**src/rtl/idex_pkg.sv**
```systemverilog
// Shared constants and types for the ID/EX stage register.
// idex_bundle_t describes the stage payload at the default widths.
package idex_pkg;

  localparam int DATA_W_DEF = 8;
  localparam int REG_W_DEF  = 5;
  localparam int ALU_W_DEF  = 3;

  localparam logic [ALU_W_DEF-1:0] ALU_NOP  = '0;
  localparam logic [REG_W_DEF-1:0] REG_ZERO = '0;

  typedef struct packed {
    logic [ALU_W_DEF-1:0]  alu_sig;
    logic                  wb;
    logic [DATA_W_DEF-1:0] r1;
    logic [DATA_W_DEF-1:0] r2;
    logic [REG_W_DEF-1:0]  rd;
    logic [REG_W_DEF-1:0]  rs;
    logic [REG_W_DEF-1:0]  rt;
  } idex_bundle_t;

endpackage

```
**src/rtl/idex_stage_reg_if.sv**
```systemverilog
// Decode-to-execute bundle plus hazard/branch control for idex_stage_reg.
// Counter outputs exist only when IDEX_PERF_CNT_EN is defined.
interface idex_stage_reg_if
  import idex_pkg::*;
#(
  parameter int DATA_W = DATA_W_DEF,
  parameter int REG_W  = REG_W_DEF,
  parameter int ALU_W  = ALU_W_DEF
`ifdef IDEX_PERF_CNT_EN
  ,
  parameter int CNT_W  = 16
`endif
);

  logic              stall;
  logic              flush;
  logic              valid_in;
  logic [ALU_W-1:0]  alu_sig_in;
  logic              wb_in;
  logic [DATA_W-1:0] r1_in;
  logic [DATA_W-1:0] r2_in;
  logic [REG_W-1:0]  rd_in;
  logic [REG_W-1:0]  rs_in;
  logic [REG_W-1:0]  rt_in;

  logic              valid_out;
  logic [ALU_W-1:0]  alu_sig_out;
  logic              wb_out;
  logic [DATA_W-1:0] r1_out;
  logic [DATA_W-1:0] r2_out;
  logic [REG_W-1:0]  rd_out;
  logic [REG_W-1:0]  rs_out;
  logic [REG_W-1:0]  rt_out;
`ifdef IDEX_PERF_CNT_EN
  logic [CNT_W-1:0]  stall_cnt;
  logic [CNT_W-1:0]  bubble_cnt;
`endif

  modport master (
    output stall, flush, valid_in, alu_sig_in, wb_in,
           r1_in, r2_in, rd_in, rs_in, rt_in,
    input  valid_out, alu_sig_out, wb_out,
           r1_out, r2_out, rd_out, rs_out, rt_out
`ifdef IDEX_PERF_CNT_EN
    , input stall_cnt, bubble_cnt
`endif
  );

  modport slave (
    input  stall, flush, valid_in, alu_sig_in, wb_in,
           r1_in, r2_in, rd_in, rs_in, rt_in,
    output valid_out, alu_sig_out, wb_out,
           r1_out, r2_out, rd_out, rs_out, rt_out
`ifdef IDEX_PERF_CNT_EN
    , output stall_cnt, bubble_cnt
`endif
  );

endinterface

```
**src/rtl/idex_perf_counter.sv**
```systemverilog
// Saturating up-counter with synchronous clear; sticks at all-ones.
module idex_perf_counter #(
  parameter int CNT_W = 16
) (
  input  logic             clk,
  input  logic             rst,
  input  logic             inc_i,
  output logic [CNT_W-1:0] cnt_o
);

  logic [CNT_W-1:0] cnt_q;
  logic [CNT_W-1:0] cnt_d;

  always_comb begin
    cnt_d = cnt_q;
    if (inc_i && (cnt_q != '1)) begin
      cnt_d = cnt_q + CNT_W'(1);
    end
  end

  always_ff @(posedge clk) begin
    if (rst) begin
      cnt_q <= '0;
    end else begin
      cnt_q <= cnt_d;
    end
  end

  assign cnt_o = cnt_q;

endmodule

```
**src/rtl/idex_stage_reg.sv**
```systemverilog
// ID/EX pipeline register with valid bit, stall (hold) and flush (bubble).
// Define IDEX_PERF_CNT_EN to add saturating stall/bubble cycle counters.
module idex_stage_reg
  import idex_pkg::*;
#(
  parameter int DATA_W = DATA_W_DEF,
  parameter int REG_W  = REG_W_DEF,
  parameter int ALU_W  = ALU_W_DEF
`ifdef IDEX_PERF_CNT_EN
  ,
  parameter int CNT_W  = 16
`endif
) (
  input  logic            clk,
  input  logic            rst,
  idex_stage_reg_if.slave bus
);

  // Same layout as idex_bundle_t, but sized by this instance's parameters.
  typedef struct packed {
    logic [ALU_W-1:0]  alu_sig;
    logic              wb;
    logic [DATA_W-1:0] r1;
    logic [DATA_W-1:0] r2;
    logic [REG_W-1:0]  rd;
    logic [REG_W-1:0]  rs;
    logic [REG_W-1:0]  rt;
  } stage_t;

  stage_t bundle_q, bundle_d;
  logic   valid_q, valid_d;

  always_comb begin
    bundle_d = bundle_q;
    valid_d  = valid_q;
    if (bus.flush) begin
      // Zero indices so the forwarding unit never matches a bubble.
      valid_d          = 1'b0;
      bundle_d.alu_sig = ALU_W'(ALU_NOP);
      bundle_d.wb      = 1'b0;
      bundle_d.r1      = '0;
      bundle_d.r2      = '0;
      bundle_d.rd      = REG_W'(REG_ZERO);
      bundle_d.rs      = REG_W'(REG_ZERO);
      bundle_d.rt      = REG_W'(REG_ZERO);
    end else if (!bus.stall) begin
      valid_d          = bus.valid_in;
      bundle_d.alu_sig = bus.valid_in ? bus.alu_sig_in : ALU_W'(ALU_NOP);
      bundle_d.wb      = bus.wb_in & bus.valid_in;
      bundle_d.r1      = bus.r1_in;
      bundle_d.r2      = bus.r2_in;
      bundle_d.rd      = bus.rd_in;
      bundle_d.rs      = bus.rs_in;
      bundle_d.rt      = bus.rt_in;
    end
  end

  always_ff @(posedge clk) begin
    if (rst) begin
      bundle_q <= '0;
      valid_q  <= 1'b0;
    end else begin
      bundle_q <= bundle_d;
      valid_q  <= valid_d;
    end
  end

  assign bus.valid_out   = valid_q;
  assign bus.alu_sig_out = bundle_q.alu_sig;
  assign bus.wb_out      = bundle_q.wb;
  assign bus.r1_out      = bundle_q.r1;
  assign bus.r2_out      = bundle_q.r2;
  assign bus.rd_out      = bundle_q.rd;
  assign bus.rs_out      = bundle_q.rs;
  assign bus.rt_out      = bundle_q.rt;

`ifdef IDEX_PERF_CNT_EN
  // A load of an invalid decode slot also counts as a bubble.
  logic stall_inc, bubble_inc;
  assign stall_inc  = bus.stall & ~bus.flush;
  assign bubble_inc = bus.flush | (~bus.stall & ~bus.valid_in);

  idex_perf_counter #(.CNT_W(CNT_W)) u_stall_cnt (
    .clk   (clk),
    .rst   (rst),
    .inc_i (stall_inc),
    .cnt_o (bus.stall_cnt)
  );

  idex_perf_counter #(.CNT_W(CNT_W)) u_bubble_cnt (
    .clk   (clk),
    .rst   (rst),
    .inc_i (bubble_inc),
    .cnt_o (bus.bubble_cnt)
  );
`endif

endmodule

```
**src/flat_wrapper.sv**
```systemverilog
// flat-port wrapper written by rule: the top's interface ports become plain ports
module idex_stage_reg_flat import idex_pkg::*;
#(
  parameter int DATA_W = DATA_W_DEF,
  parameter int REG_W  = REG_W_DEF,
  parameter int ALU_W  = ALU_W_DEF

)
  (clk, rst, bus_stall, bus_flush, bus_valid_in, bus_alu_sig_in, bus_wb_in, bus_r1_in, bus_r2_in, bus_rd_in, bus_rs_in, bus_rt_in, bus_valid_out, bus_alu_sig_out, bus_wb_out, bus_r1_out, bus_r2_out, bus_rd_out, bus_rs_out, bus_rt_out);
  idex_stage_reg_if #(.DATA_W(DATA_W), .REG_W(REG_W), .ALU_W(ALU_W)) bus_i ();
  input  logic clk;
  input  logic rst;
  input wire logic [$bits(bus_i.stall)-1:0] bus_stall;
  input wire logic [$bits(bus_i.flush)-1:0] bus_flush;
  input wire logic [$bits(bus_i.valid_in)-1:0] bus_valid_in;
  input wire logic [$bits(bus_i.alu_sig_in)-1:0] bus_alu_sig_in;
  input wire logic [$bits(bus_i.wb_in)-1:0] bus_wb_in;
  input wire logic [$bits(bus_i.r1_in)-1:0] bus_r1_in;
  input wire logic [$bits(bus_i.r2_in)-1:0] bus_r2_in;
  input wire logic [$bits(bus_i.rd_in)-1:0] bus_rd_in;
  input wire logic [$bits(bus_i.rs_in)-1:0] bus_rs_in;
  input wire logic [$bits(bus_i.rt_in)-1:0] bus_rt_in;
  output wire logic [$bits(bus_i.valid_out)-1:0] bus_valid_out;
  output wire logic [$bits(bus_i.alu_sig_out)-1:0] bus_alu_sig_out;
  output wire logic [$bits(bus_i.wb_out)-1:0] bus_wb_out;
  output wire logic [$bits(bus_i.r1_out)-1:0] bus_r1_out;
  output wire logic [$bits(bus_i.r2_out)-1:0] bus_r2_out;
  output wire logic [$bits(bus_i.rd_out)-1:0] bus_rd_out;
  output wire logic [$bits(bus_i.rs_out)-1:0] bus_rs_out;
  output wire logic [$bits(bus_i.rt_out)-1:0] bus_rt_out;
  assign bus_i.stall = bus_stall;
  assign bus_i.flush = bus_flush;
  assign bus_i.valid_in = bus_valid_in;
  assign bus_i.alu_sig_in = bus_alu_sig_in;
  assign bus_i.wb_in = bus_wb_in;
  assign bus_i.r1_in = bus_r1_in;
  assign bus_i.r2_in = bus_r2_in;
  assign bus_i.rd_in = bus_rd_in;
  assign bus_i.rs_in = bus_rs_in;
  assign bus_i.rt_in = bus_rt_in;
  assign bus_valid_out = bus_i.valid_out;
  assign bus_alu_sig_out = bus_i.alu_sig_out;
  assign bus_wb_out = bus_i.wb_out;
  assign bus_r1_out = bus_i.r1_out;
  assign bus_r2_out = bus_i.r2_out;
  assign bus_rd_out = bus_i.rd_out;
  assign bus_rs_out = bus_i.rs_out;
  assign bus_rt_out = bus_i.rt_out;
  idex_stage_reg #(.DATA_W(DATA_W), .REG_W(REG_W), .ALU_W(ALU_W)) u_core (.clk(clk), .rst(rst), .bus(bus_i));
endmodule
```
**config.mk**
```make
export PLATFORM = sky130hd
export DESIGN_NAME = idex_stage_reg_flat
export DESIGN_NICKNAME = d
export VERILOG_FILES = /design/src/rtl/idex_pkg.sv /design/src/rtl/idex_stage_reg_if.sv /design/src/rtl/idex_perf_counter.sv /design/src/rtl/idex_stage_reg.sv /design/src/flat_wrapper.sv
export SDC_FILE = /design/constraint.sdc
export NUM_CORES = 1
export LEC_CHECK = 0
export ABC_AREA = 1
export CORE_MARGIN = 2
export CORE_UTILIZATION = 49
export DETAILED_ROUTE_END_ITERATION = 16
export DONT_BUFFER_PORTS = 1
export GPL_ROUTABILITY_DRIVEN = 0
export PLACE_DENSITY_LB_ADDON = 0.1
export SKIP_LAST_GASP = 1
export SLEW_MARGIN = 40
export SYNTH_ARGS = -nofsm -noshare
export SYNTH_HDL_FRONTEND = slang
export SYNTH_SLANG_ARGS = --single-unit
export TNS_END_PERCENT = 1
```
**constraint.sdc**
```tcl
create_clock -name clk -period 1.1 [get_ports clk]
set_clock_uncertainty 0.2 [all_clocks]
set_input_delay 0.11 -clock clk [delete_from_list [all_inputs] [get_ports clk]]
set_output_delay 0.11 -clock clk [all_outputs]
set_load 0.01 [all_outputs]
```
=== Word-level counts from Yosys, hierarchy flattened ===
Cells that the tools add are included.

* Flip-flop bits (word level): 36

* Bitwise operators: 1
* Muxes and demuxes: 1
* Reductions and logical operators: 1

{| class="wikitable"
|+ Operators with widths
! cell !! count
|-
| 2-to-1 mux 3 bit || 1
|-
| OR reduction 2 bit || 1
|-
| bitwise AND 1 bit || 1
|}

=== Logic depth before layout (Yosys ltp) ===
* Depth in word-level cells: 1
* Depth in mapped cells: 5
* Depth with buffers taken out: 3

=== Least setup slack after synthesis ===
OpenSTA, ideal clock, no wires.

* Path kind: input-to-reg
* Start: input port rst
* End: register u_core.bundle_q (netlist bit u_core.bus.alu_sig_out[0])
* Cell stages on the path: 4
* Slack: 0.147 ns
* Setup time: 0.066 ns
* Arrival time: 0.687 ns
* Path buffers: 2
* Cells stage by stage: or2_1 -> buf_6 -> buf_6 -> a21oi_2

* Longest elaborated chain between the ends: 1

{| class="wikitable"
|+ RTL lines
! element !! line !! source
|-
| start: declaration || flat_wrapper.sv:12 || <nowiki>input logic rst;</nowiki>
|-
| OR reduction 2 bit (no line) || - ||
|-
| end signal: assignment || idex_stage_reg.sv:63 || <nowiki>bundle_q <= bundle_d;</nowiki>
|-
| end: declaration || idex_stage_reg.sv:30 || <nowiki>stage_t bundle_q, bundle_d;</nowiki>
|}

No other way between the ends.
A chain may end at the register's enable or synchronous reset.

=== Final worst setup path ===
* Start: register u_core.bundle_q (netlist bit u_core.bus.rt_out[3])
* End: output port bus_rt_out[3]

{| class="wikitable"
|+ RTL lines
! element !! line !! source
|-
| end: declaration || flat_wrapper.sv:30 || <nowiki>output wire logic [$bits(bus_i.rt_out)-1:0] bus_rt_out;</nowiki>
|}

No word-level cell between the ends.

==> out/qor.yml <==
status:
  status: "complete, but fails checks"
  failed_checks: "hold timing"
die:
  io-pin-count: 76
  core-area_um2: 2730
  die-area_um2: 3280
  die_h_um: 57.3
  die_w_um: 57.3
  row_count: 19
  start_util_pct: 50.9
finish:
  area_growth_pct: 25.5
  drive_above_1_share_pct: 22.7
  diodes: 0
  final_cells: 216
  nFillCells: 242
  nets: 225
global_route:
  antenna_found_initial: 0
  grt_pass1_wl_um: 4600
  grt_pass1_vias: 1019
  overflow: 0
  gr-usage-all-layers_pct: 18.8
  grt_max_degree: 38
synthesis:
  ys_ff_latch: 36
  ys_seq_area_share_pct: 51.8
  yosys.area.top_type: "dfxtp_1"
  ys_types: 10
  syn-mean-instance-area_um2: 8.86
  syn_area_um2: 1390
  synth_top_cells_by_area: "dfxtp_1 52%, a21oi_2 19%, nand2_1 18%, buf_6 3.2%, a21oi_1 2.2%"
  synthesis.nets: 197
  syn_inst: 157
  ys_warn_count: 0
  yosysTopAreaCellShare_pct: 51.8
power_and_ir_drop:
  p_leak_nw: 0.613
  peakVddDrop_uv: 1230
  finalPower_mw: 2.39
  p_per_area_nw_per_um2: 1370
timing:
  rsz0062_at_grt: "no"
  timing.final.ws_setup_ns: 0.0500
  setup_viol: 0
  slew_viol_final: 0
  fmax_mhz: 952
  hold_viol_final: 36
  max_slew_margin_pct: 77.8
  worst_pin_slew_ns: 0.333
  fin_hold_ws_ns: -0.290
  min_period_over_period_pct: 95.5
  setup_tns_ns: 0
  fin_crit_ns: 1.05
place:
  port_buffers: 0
  dp_slack_ns: 0.0479
  place_inst: 179
  hpwl_um: 1810
cts:
  clock_sinks: 36
  cts_htree_levels: 2
  worstSkewPairLatency_ns: 0.33
  cts_inserted_buffers: 5
  path_clk_slew_ns: 0.10
  tritoncts: "built"
  post-cts-setup-buffers: 0
  clk_path_buf_depth: 2
  cts_root_buf: "clkbuf_4"
worst_hold_path:
  whs_path_depth: 2
  min-delay-start: "bus_rt_in[1]"
  hp-class: "in -> reg"
route:
  route.vias.total: 1115
  drt-total-wl_um: 3120
  drt_iter0_markers: 42
  wl_per_cell_um: 14.5
  antenna_left: 0
  drt-vias-per-instance: 5.16
  drtPass1Iterations: 4
  drc: 0
worst_setup_path:
  reg2reg_depth: 2
  crit_cells: 0
  r2r_start: "u_core.bus.rd_out[4]"
  cp-end-kind: "output port"
  worstPathArrival_ns: 0.74
  crit_type: "reg -> out"
  crit_required_ns: 0.79
  crit_fanout: 2
  startpoint: "u_core.bus.rt_out[3]"
  crit_path_start_kind: "flop"
run:
  drv_cap: 0
==> layout by cell type, fill, tap and decap left out <==
cell type,instances
clkbuf_8,2
a21oi_1,6
a21oi_2,30
inv_4,1
dlygate4sd3_1,30
nand2_1,68
clkbuf_4,5
dfxtp_2,1
dfxtp_1,35
buf_12,2
or2_2,1
nand3_1,4
==> synthesized netlist by cell type (all sizes together) <==
library cell,number
nand2,68
nand3,4
a21oi,36
or2,1
buf,11
inv,1
dfxtp,36
==> what timing repair did <==
action | 4_1_cts | 5_1_grt
endpoints found under the hold margin | 36 | 36
endpoints found under the setup margin | 0 | 1
gates resized for setup | 0 | 1
hold buffers | 23 | 7
==> metrics by stage <==
step           util, %  cell area [µm²]
2_1_floorplan        -             1390
3_3_place_gp      50.5             1380
3_5_place_dp      50.5             1380
4_1_cts           61.3             1680
5_1_grt           63.9             1750
6_report          63.9             1750
==> cell type report <==
cell class	count	area [µm²]	area share [%]
Inverter	1	6.26	0.358
Clock buffer	7	65.1	3.72
Multi-Input combinational cell	109	574	32.9
Sequential cell	36	722	41.3
Tap cell	31	38.8	2.22
Timing Repair Buffer	32	340	19.5
==> logic make-up after synthesis <==
logic type      Yosys count  share of synthesized area, %
simple gates             73                          20.2
buf+inv                  12                          6.92
flops                    36                          51.8
compound gates           36                          21.0
==> power by group <==
part / internal (mW) / switching, mW / leakage, nW
sequential: 1.34 / 0.0448 / 0.294
clock: 0.362 / 0.395 / 0.0374
combinational: 0.127 / 0.114 / 0.282
total: 1.83 / 0.554 / 0.613
==> sequential cells by signal, indices dropped and copies added, names as in the netlist <==
name                    count
u_core.bus.r2_out           8
u_core.bus.valid_out        1
u_core.bus.alu_sig_out      3
u_core.bus.r1_out           8
u_core.bus.rs_out           5
u_core.bus.rt_out           5
u_core.bus.wb_out           1
u_core.bus.rd_out           5
==> routing by layer <==
layer / up-vias / track usage, % / routed length (µm) / share of wire (%)
met5: - / 0 / 0 / 0
met4: 0 / 8.31 / 75 / 2.4
met3: 8 / 9.07 / 267 / 8.5
met2: 47 / 32.0 / 1570 / 50
met1: 502 / 19.6 / 1210 / 39
li1: 558 / - / - / -
==> worst paths after layout <==
path	end	slack, ns
max reg2reg	u_core.bus.rd_out[4]	0.20
max	bus_rt_out[3]	0.05
min	u_core.bus.rt_out[1]	-0.29
min reg2reg	u_core.bus.rt_out[1]	0.29
No activity file was read; power rests on OpenSTA's default activity.
